$ cat src/rtl/cpu_pkg.sv
// Shared CPU definitions used by the fetch stage and the decoder.
package cpu_pkg;

    // Fetch sequencer states.
    typedef enum logic [2:0] {
        IDLE,
        REQ,
        WAIT,
        VALID,
        HALT
    } fetch_state_t;

    // All-zero word ends the program; the decoder uses the same constant.
    localparam logic [31:0] HALT_INSTR     = 32'd0;
    localparam logic [31:0] PC_STEP        = 32'd4;
    localparam logic [31:0] PC_READ_OFFSET = 32'd8;

    // Branch targets are word aligned; the Thumb bit and bit 1 are discarded.
    function automatic logic [31:0] alignWord(input logic [31:0] addr);
        return {addr[31:2], 2'b00};
    endfunction

endpackage

$ cat src/rtl/instruction_fetch.sv
// Fetch stage: program counter, synchronous ROM read sequencing,
// valid/stall handshake to the decoder, BX redirect and halt detection.
module instruction_fetch
    import cpu_pkg::*;
#(
    parameter int          ADDR_W   = 10,
    parameter logic [31:0] RESET_PC = 32'h0000_0000
) (
    input  logic              clk,
    input  logic              rst_n,
    input  logic              start,
    input  logic              stall,
    input  logic              branchTaken,
    input  logic [31:0]       branchTarget,
    output logic              romRdEn,
    output logic [ADDR_W-1:0] romAddr,
    input  logic [31:0]       romData,
    output logic [31:0]       instruccion,
    output logic              instrValid,
    output logic [31:0]       pcOut,
    output logic [31:0]       pcPlus8,
    output logic              halted
);

    fetch_state_t state_q;
    logic [31:0]  pc_q;
    logic [31:0]  instr_q;
    logic [31:0]  pcOut_q;
    logic [31:0]  pcPlus8_q;
    logic         romRdEn_q;
    logic         instrValid_q;
    logic         halted_q;

    logic [31:0]  pcSeq_d;
    logic [31:0]  pcRedirect_d;
    logic         redirectOk;

    // Sequential next pc, aligned redirect target, and whether a redirect applies in this state.
    always_comb begin
        pcSeq_d      = pc_q + PC_STEP;
        pcRedirect_d = alignWord(branchTarget);
        redirectOk   = branchTaken && (state_q == REQ || state_q == WAIT || state_q == VALID);
    end

    // Fetch sequencer with registered outputs; redirect beats stall beats normal sequencing.
    always_ff @(posedge clk) begin
        if (!rst_n) begin
            state_q      <= IDLE;
            pc_q         <= RESET_PC;
            instr_q      <= 32'd0;
            pcOut_q      <= RESET_PC;
            pcPlus8_q    <= RESET_PC + PC_READ_OFFSET;
            romRdEn_q    <= 1'b0;
            instrValid_q <= 1'b0;
            halted_q     <= 1'b0;
        end else if (redirectOk) begin
            state_q      <= REQ;
            pc_q         <= pcRedirect_d;
            romRdEn_q    <= 1'b1;
            instrValid_q <= 1'b0;
        end else begin
            case (state_q)
                IDLE: begin
                    if (start) begin
                        state_q   <= REQ;
                        romRdEn_q <= 1'b1;
                    end
                end
                REQ: begin
                    state_q   <= WAIT;
                    romRdEn_q <= 1'b0;
                end
                WAIT: begin
                    state_q      <= VALID;
                    instr_q      <= romData;
                    pcOut_q      <= pc_q;
                    pcPlus8_q    <= pc_q + PC_READ_OFFSET;
                    instrValid_q <= 1'b1;
                end
                VALID: begin
                    if (!stall) begin
                        instrValid_q <= 1'b0;
                        if (instr_q == HALT_INSTR) begin
                            state_q  <= HALT;
                            halted_q <= 1'b1;
                        end else begin
                            state_q   <= REQ;
                            pc_q      <= pcSeq_d;
                            romRdEn_q <= 1'b1;
                        end
                    end
                end
                HALT: begin
                    state_q <= HALT;
                end
                default: begin
                    state_q      <= IDLE;
                    romRdEn_q    <= 1'b0;
                    instrValid_q <= 1'b0;
                end
            endcase
        end
    end

    // Outputs come straight from registers; the ROM address is a slice of pc.
    always_comb begin
        romRdEn     = romRdEn_q;
        romAddr     = pc_q[ADDR_W+1:2];
        instruccion = instr_q;
        instrValid  = instrValid_q;
        pcOut       = pcOut_q;
        pcPlus8     = pcPlus8_q;
        halted      = halted_q;
    end

endmodule

$ cat config.mk
export PLATFORM = sky130hd
export DESIGN_NAME = instruction_fetch
export DESIGN_NICKNAME = d
export VERILOG_FILES = /design/src/rtl/cpu_pkg.sv /design/src/rtl/instruction_fetch.sv
export SDC_FILE = /design/constraint.sdc
export NUM_CORES = 1
export LEC_CHECK = 0
export ABC_AREA = 1
export CAP_MARGIN = 40
export CELL_PAD_IN_SITES_DETAIL_PLACEMENT = 2
export CELL_PAD_IN_SITES_GLOBAL_PLACEMENT = 2
export CORE_MARGIN = 2
export CORE_UTILIZATION = 24
export CTS_BUF_LIST = sky130_fd_sc_hd__clkbuf_8
export DETAILED_ROUTE_END_ITERATION = 16
export PLACE_DENSITY = 0.76
export RECOVER_POWER = 50
export SLEW_MARGIN = 15
export SYNTH_ARGS = -nofsm -noshare
export SYNTH_HDL_FRONTEND = slang
export SYNTH_SLANG_ARGS = --single-unit
$ cat constraint.sdc
create_clock -name clk -period 1.5 [get_ports clk]
set_input_delay 0.3 -clock clk [delete_from_list [all_inputs] [get_ports clk]]
set_output_delay 0.3 -clock clk [all_outputs]
set_load 0.01 [all_outputs]
After elaboration in Yosys (flattened, before gate mapping)
Index checks and enable logic that the tools add are counted.
{"block": "op_classes", "addsub": 2, "mul": 0, "n_div": 0, "n_lt_le_gt_ge": 0, "eq_ne": 12, "n_shift": 0, "mux": 16, "bitwise": 5, "n_reduce_logical": 17}
{"cell": "two-way mux 32 bit", "count": 4}
{"cell": "adder 32 x 3 -> 32 bit, second input constant", "count": 1}
{"cell": "adder 32 x 4 -> 32 bit, second input constant", "count": 1}
{"cell": "logical NOT 32 bit", "count": 1}
{"cell": "one-hot mux 3 bit (5 select lines)", "count": 1}
{"cell": "two-way mux 3 bit", "count": 3}
{"cell": "!= test 3 bit, second input constant", "count": 3}
{"cell": "AND reduction 2 bit", "count": 4}
{"cell": "AND reduction 4 bit", "count": 2}
{"cell": "equality test 3 x 2 -> 1 bit, second input constant", "count": 2}
{"cell": "two-way mux 1 bit", "count": 6}
{"cell": "!= test 2 bit, second input constant", "count": 3}
{"cell": "one-hot mux 1 bit (3 select lines)", "count": 2}
{"cell": "AND reduction 3 bit", "count": 2}
{"cell": "inverter 1 bit", "count": 5}
{"cell": "!= test 2 x 1 -> 1 bit, second input constant", "count": 2}
{"cell": "OR reduction 2 bit", "count": 2}
{"cell": "equality test 3 x 1 -> 1 bit, second input constant", "count": 1}
{"cell": "equality test 3 bit, second input constant", "count": 1}
{"cell": "logical NOT 3 bit", "count": 1}
{"cell": "OR reduction 3 bit", "count": 1}
{"cell": "logical OR 1 bit", "count": 2}
{"cell": "nonzero test 2 bit", "count": 1}
{"cell": "logical AND 1 bit", "count": 1}
{"block": "word_totals", "reg_bits": 134, "latch_bits": 0, "ramBits": 0, "rom_bits": 0, "output_inout_bits": 109, "wordCells": 62, "memories": 0}

Longest topological paths before layout
Gate-level depths: netlist of the first run.
{"block": "depth", "word_depth": 6, "ltp_mapped": 11}

Worst setup path before layout of the first run
Ideal clock, no wire load.
{"block": "synth_timing", "path_kind": "flip-flop to flip-flop", "start": "reg pc_q[2]", "end": "reg pc_q[20]", "setup_ps": 111, "t_arrival_ps": 1471, "t_required_ps": 1389, "setup_slack_ps": -83, "path_stages_with_launch": 11, "n_path_buf": 0, "period_less_slack_ps": 1583, "cell_sequence": "dfxtp_1 -> ha_1 -> inv_1 -> nor2_1 -> nand2_1 -> nor2_4 -> nand3_1 -> nand3_1 -> nand2_1 -> nor2_1 -> nor2_1"}
{"block": "synth_via", "elab_chain_len": 5}
{"element": "start: declaration", "line": "instruction_fetch.sv:26", "rtl": "logic [31:0] pc_q;"}
{"element": "start signal: assignment", "line": "instruction_fetch.sv:58", "rtl": "pc_q <= pcRedirect_d;"}
{"element": "start signal: assignment", "line": "instruction_fetch.sv:88", "rtl": "pc_q <= pcSeq_d;"}
{"element": "adder 32 x 3 -> 32 bit", "line": "instruction_fetch.sv:40", "rtl": "pcSeq_d = pc_q + PC_STEP;"}
{"element": "two-way mux 32 bit", "line": "instruction_fetch.sv:83", "rtl": "if (instr_q == HALT_INSTR) begin"}
{"element": "two-way mux 32 bit", "line": "instruction_fetch.sv:81", "rtl": "if (!stall) begin"}
{"element": "two-way mux 32 bit", "line": "instruction_fetch.sv:62", "rtl": "case (state_q)"}
{"element": "two-way mux 32 bit", "line": "instruction_fetch.sv:56", "rtl": "end else if (redirectOk) begin"}
Every way passes these cells. The select of a mux whose other input is x is not followed.
A chain may end at the register's enable or synchronous reset.

Worst setup path after layout of the first run
{"block": "layout_timing", "start": "reg instr_q[12] (netlist: instruccion[12])", "end": "reg pc_q[15]"}
{"block": "layout_via", "elab_chain_len": 3}
{"element": "start: declaration", "line": "instruction_fetch.sv:27", "rtl": "logic [31:0] instr_q;"}
{"element": "start signal: assignment", "line": "instruction_fetch.sv:75", "rtl": "instr_q <= romData;"}
{"element": "logical NOT 32 bit", "line": "instruction_fetch.sv:83"}
{"element": "!= test 2 bit (no line)"}
{"element": "AND reduction 3 bit (no line)"}
Every way passes these cells.

==> impl_metrics.tcl, run 1 <==
set metrics [dict create \
    syn-instance-count 1011 \
    dr.pass1.iters 5 \
    criticalPathCategory "register to register" \
    skew_ps 19.0 \
    cts-buffers-inserted 17 \
    ant_nets 0 \
    synth_warnings 0 \
    worstPathMaxFanout 7 \
    area_growth_pct 102 \
    row_count 60 \
    cts_tree "done" \
    synth_top_area_share_pct 38.6 \
    met1_usage_pct 34.6 \
    status "complete, but fails checks" \
    tightest_slew_ps 635 \
    setup_viol 130 \
    grt_max_degree 50 \
    initial_core_util_pct 24.4 \
    min_period_over_period_pct 139 \
    crit_slowest_cell "dfxtp_2" \
    crit_required_ps 1910 \
    cts.sinks 127 \
    syn_avg_cell_area_um2 6.51 \
    grt_use_met3_pct 4.31 \
    io_pins 178 \
    rsz0062_at_grt "yes" \
    maxCapViolations 0 \
    ff2ff_path_depth 11 \
    cp.arrival_ps 2490 \
    ys_types 36 \
    first_iter_violations 625 \
    synth_edf_count 0 \
    async_flop_share_pct 0 \
    floorplan.core_area_um2 27000 \
    max_clock_freq_mhz 480 \
    cpMostUsedCell "nor2_1" \
    cts-root-buf "clkbuf_8" \
    holdPathStages 3 \
    port_buffers 171 \
    global_route.usage.total_pct 30.5 \
    dpl-instance-area_um2 10000 \
    gp_congestion 0.810 \
    final_nets 1497 \
    antenna_found_initial 4 \
    dieArea_um2 28800 \
    die_h_um 170 \
    critPathCaptureType "register" \
    path_clk_slew_ps 110 \
    die_w_um 170 \
    ys_top_cells_by_area "dfxtp_1 (39%), nand2_1 (14%), nor2_1 (12%)" \
    holdCritPathClass "input pin to register" \
    crit_path_start_kind "register" \
    irDropWorstVdd_uv 553 \
    gr-total-overflow 0 \
    clk_latency_ps 500 \
    drive_gt1_share_pct 51.6 \
    wire_per_inst_um 30.9 \
    yosys_register_bits 127 \
    max-slew-margin-rel_pct 57.7 \
    grt_util_met2_pct 55.7 \
    power.leakage_nw 6.17 \
    crit_buf_inv 2 \
    yosys.area.top_type "dfxtp_1" \
    tns_ps -27110 \
    grt-busiest-layer "met2" \
    path_cells "nor2_1 -> nand2_1 -> nor2_2 -> nand2_2 -> o21ai_4 -> buf_6 -> nand2_8 -> buf_8 -> nand2_1 -> nor2_1 -> nor2_1" \
    fin_util_pct 49.4 \
    cp_top_family "simple AND/OR/NAND/NOR gates" \
    drc 0 \
    design_area_um2 13300 \
    grt_pass1_vias 10100 \
    h-tree-depth 4 \
    dp_hpwl_mm 24.3 \
    power_density_nw_per_um2 1100 \
    num_vias 9685 \
    setup_ws_ps -584 \
    finalCriticalPeriod_ps 2080 \
    failed_checks "setup timing" \
    syn_area_um2 6580 \
    yosys_most_used_dff "dfxtp_1" \
    grt_pass1_wl_mm 65.5 \
    yosysMostFrequentCell "nand2_1" \
    synth_commonest_cells "nand2_1 (251), nor2_1 (205), dfxtp_1 (127), nand3_1 (88), inv_1 (76)" \
    hold_viol_final 0 \
    drv_slew 0 \
    avgViaCountPerCell 5.43 \
    wl_mm 55.0 \
    synth_seq_area_share_pct 38.6 \
    cts_buffer_depth 2 \
    cp.depth 11 \
    critPathMaxStageDelay_ps 350 \
]
-- per-layer routing --
metal | routed length (um) | vias to the layer above
li1 | - | 4037
met1 | 21500 | 4938
met2 | 27200 | 488
met3 | 2670 | 222
met4 | 3550 | 0
met5 | 0 | -
-- worst register-to-register path: cells and delay by family, from the launching register on --
kind / cells / cell delay (ps)
compound gates: 1 / 250
buf+inv: 2 / 320
simple gates: 8 / 1090
flops: 1 / 350
-- cell type report --
class,instances,area [um2]
Fill cell,2894,13600
Multi-Input combinational cell,742,4980
Timing Repair Buffer,454,4460
Sequential cell,127,2670
Tap cell,341,427
Inverter,84,358
Clock buffer,17,234
Clock inverter,14,185
Antenna cell,3,7.51
-- cell families (layout without fill, tap and decap cells) --
family,after synthesis,count (layout),synth area share (%)
and+or+nand+nor,586,586,37.6
buffers and inverters,145,569,9.77
AOI/OAI and AO/OA,137,137,11.8
DFF,127,127,38.6
xor gates and xnor gates,13,13,1.73
adders and majority gates,2,2,0.380
other,1,7,0.0570
-- metrics by stage --
stage / std cells / worst slack [ps] / hold WS [ps] / power, mW
2_1_floorplan: 1014 / 0.561 / 435 / 5.94
6_report: 1782 / -584 / 197 / 14.7
3_5_place_dp: 1657 / -483 / 447 / 8.24
4_1_cts: 1725 / -242 / 152 / 12.5
3_3_place_gp: 1657 / -366 / 441 / 8.03
5_1_grt: 1782 / -610 / 181 / 15.1
-- sequential cells by signal, summed over array words and instances (netlist names) --
name / count
instruccion: 32
pcOut: 30
pc_q: 30
pcPlus8: 29
state_q: 3
halted: 1
instrValid: 1
romRdEn: 1
-- where the power goes --
part	switching, mW	internal, mW
Clock	1.94	1.67
Sequential	0.531	3.82
Combinational	3.90	2.84
-- worst paths after layout --
kind              startpoint   endpoint  slack, ps
max          instruccion[12]   pc_q[15]       -580
min                    rst_n  pcOut[31]        200
min reg2reg        pcOut[12]  pcOut[12]        480
max reg2reg  instruccion[12]   pc_q[15]       -580
-- placed cells by master (no fill, tap or decap), types with 14 or more instances in the layout --
master,synthesis,routed
buf_2,19,26
buf_12,0,23
buf_6,0,51
inv_2,6,14
nand2_2,9,60
nand3_2,2,36
nand2_1,251,177
nand2_4,0,21
inv_1,76,61
nand3_1,88,45
nor2_1,205,113
clkdlybuf4s50_1,0,65
dfxtp_4,0,22
nor2_2,10,46
o21ai_2,1,29
dlygate4sd2_1,0,58
a21oi_1,34,21
o21ai_0,68,25
dfxtp_1,127,73
clkbuf_8,0,17
nor2_4,7,63
buf_4,20,187
dfxtp_2,0,32
-- repair_timing --
item                                    in CTS  in global routing
resized for setup                          478                407
pin swaps                                   67                118
setup buffers                               29                 58
hold endpoints to repair                     0                  0
hold buffers                                 0                  0
cloned                                      11                  6
endpoints found under the setup margin     228                158
Note: power is estimated with default switching activity, not from simulation.
==> run 2: changes to the inputs <==
--- a/config.mk
+++ b/config.mk
@@ -9,7 +9,6 @@
 export CAP_MARGIN = 40
 export CELL_PAD_IN_SITES_DETAIL_PLACEMENT = 2
 export CELL_PAD_IN_SITES_GLOBAL_PLACEMENT = 2
-export CORE_MARGIN = 2
 export CORE_UTILIZATION = 24
 export CTS_BUF_LIST = sky130_fd_sc_hd__clkbuf_8
 export DETAILED_ROUTE_END_ITERATION = 16
==> impl_metrics.tcl, run 2 (same netlist as run 1, synthesis figures left out) <==
set metrics [dict create \
    status "complete, but fails checks" \
    failed_checks "setup timing" \
    power.leakage_nw 5.98 \
    area_growth_pct 98.2 \
    rr_endpoint "pcPlus8[29]" \
    setup_ws_ps -644 \
    grt_pass1_wl_mm 61.9 \
    cp.arrival_ps 2540 \
    swShare_pct 43.6 \
    cts-buffers-inserted 17 \
    multi_input_area_um2 4930 \
    final_common_cell "buf_4" \
    intPower_mw 8.03 \
    grt_max_degree 56 \
    dp_hpwl_mm 23.5 \
    power_frac_seq_pct 30.5 \
    irDropWorstVdd_uv 432 \
    row_count 60 \
    critPathCaptureType "register" \
    finalCriticalPeriod_ps 2140 \
    ant_nets 0 \
    dp.cells 1645 \
    skew_ps 23.9 \
    holdCritPathClass "input pin to register" \
    stdcell_count 1760 \
    drive_gt1_share_pct 50.8 \
    crit_path_start_kind "register" \
    total_power_mw 14.2 \
    wire_per_inst_um 30.4 \
    port_buffers 171 \
    dieArea_um2 28100 \
    floorplan.core_area_um2 27000 \
    cts_tree "done" \
    drv_slew 0 \
    max_clock_freq_mhz 466 \
    min_period_over_period_pct 143 \
    h-tree-depth 4 \
    startpoint "pc_q[20]" \
    wl_mm 53.5 \
    criticalPathCategory "register to register" \
    hold_viol_final 0 \
    cts_buffer_depth 2 \
    worstPathMaxFanout 3 \
    antenna_found_initial 1 \
    final_nets 1476 \
    final_cell_mix "buf_4 (179), nand2_1 (178), nor2_4 (80), nor2_1 (78), dfxtp_1 (73)" \
    clock_power_share_pct 24.5 \
    fillers 2929 \
    clk_latency_ps 510 \
    crit_required_ps 1900 \
    largest_register_ffs 32 \
    tns_ps -30610 \
    cts-root-buf "clkbuf_8" \
    register_area_um2 2650 \
    num_vias 9598 \
    combinationalPowerShare_pct 44.9 \
    power_density_nw_per_um2 1090 \
    p_sw_mw 6.22 \
    maxCapViolations 0 \
    setup_viol 148 \
    cts.sinks 127 \
    dr.pass1.iters 5 \
    io_pins 178 \
    gr-total-overflow 0 \
    rsz0062_at_grt "yes" \
    drc 0 \
    global_route.usage.total_pct 29.4 \
    ff2ff_path_depth 10 \
    die_h_um 168 \
    first_iter_violations 605 \
    cp-endpoint "pcPlus8[29]" \
    avgViaCountPerCell 5.45 \
    gp_congestion 0.817 \
    rrSetupSlack_ps -640 \
    grt_pass1_vias 9926 \
    cts_hold_buf 0 \
    path_clk_slew_ps 110 \
    rr_startpoint "pc_q[20]" \
    die_w_um 168 \
    initial_core_util_pct 24.4 \
]
## run 2: changes by cell type in the layout (fill, tap and decap cells not counted), sizes merged
cell / delta
bufbuf: -1
clkinv: -1
buf: -38
diode: -2
clkbuf: +17
inv: +2
clkdlybuf4s15: +1
bufinv: -1
dlygate4sd2: +1
## run 2: through the flow
| stage | utilization, % | hold WS (ps) | area [um2] | setup WS, ps |
|---|---|---|---|---|
| 3_3_place_gp | 36.9 | 435 | 9950 | -366 |
| 6_report | 48.4 | 322 | 13000 | -644 |
| 4_1_cts | 42.1 | 299 | 11300 | -230 |
| 5_1_grt | 48.4 | 332 | 13000 | -626 |
| 2_1_floorplan | - | 435 | 6600 | 0.561 |
| 3_5_place_dp | 36.9 | 452 | 9950 | -424 |
## run 2: worst min-delay path by stage
stage,to,cells after the start,startpoint
floorplan,instruccion[10],2,romData[10]
global placement,halted,2,halted
detailed placement,pcPlus8[3],2,pcPlus8[3]
CTS,state_q[1],5,rst_n
global route,romRdEn,4,rst_n
finish,romRdEn,4,rst_n
## run 2: power groups by stage
stage / clock, mW / sequential (mW) / combinational (mW)
after CTS: 3.27 / 4.17 / 4.62
after floorplan: 0 / 4.21 / 1.73
after global routing: 3.60 / 4.35 / 6.59
after detailed placement: 0 / 4.16 / 4.01
final: 3.50 / 4.35 / 6.40
after global placement: 0 / 4.14 / 3.86
## run 2: metal layers
layer	GRT usage (%)	wire length, um	vias up
met5	0	0	-
met4	15.8	3190	0
met3	4.75	2450	189
met2	51.5	26600	481
met1	34.2	21300	4939
li1	-	-	3989
## run 2: area by class of cell
type                    count  share of cell area, %
multi-input cells         742                   37.8
repair buffers            433                   32.7
flip-flops and latches    127                   20.3
well taps                 341                   3.27
inverters                  84                   2.78
clock buffers              18                   1.90
clock inverters            14                   1.20
diodes                      1                 0.0192
## run 2: timing repair
| action | CTS | global route |
|---|---|---|
| gates resized for setup | 401 | 407 |
| cloned | 7 | 11 |
| pin swaps | 47 | 84 |
| buffers inserted | 30 | 45 |
| endpoints found under the setup margin | 210 | 160 |
## run 2: critical path: stages (launching register included)
cell     delay [ps]
dfxtp_2         410
nand2_1         150
buf_4           210
nor2_1          260
nand2_1         180
inv_1           140
nand3_1         150
o21ai_2         220
nand3_1         110
nand2_1         120
inv_1            80
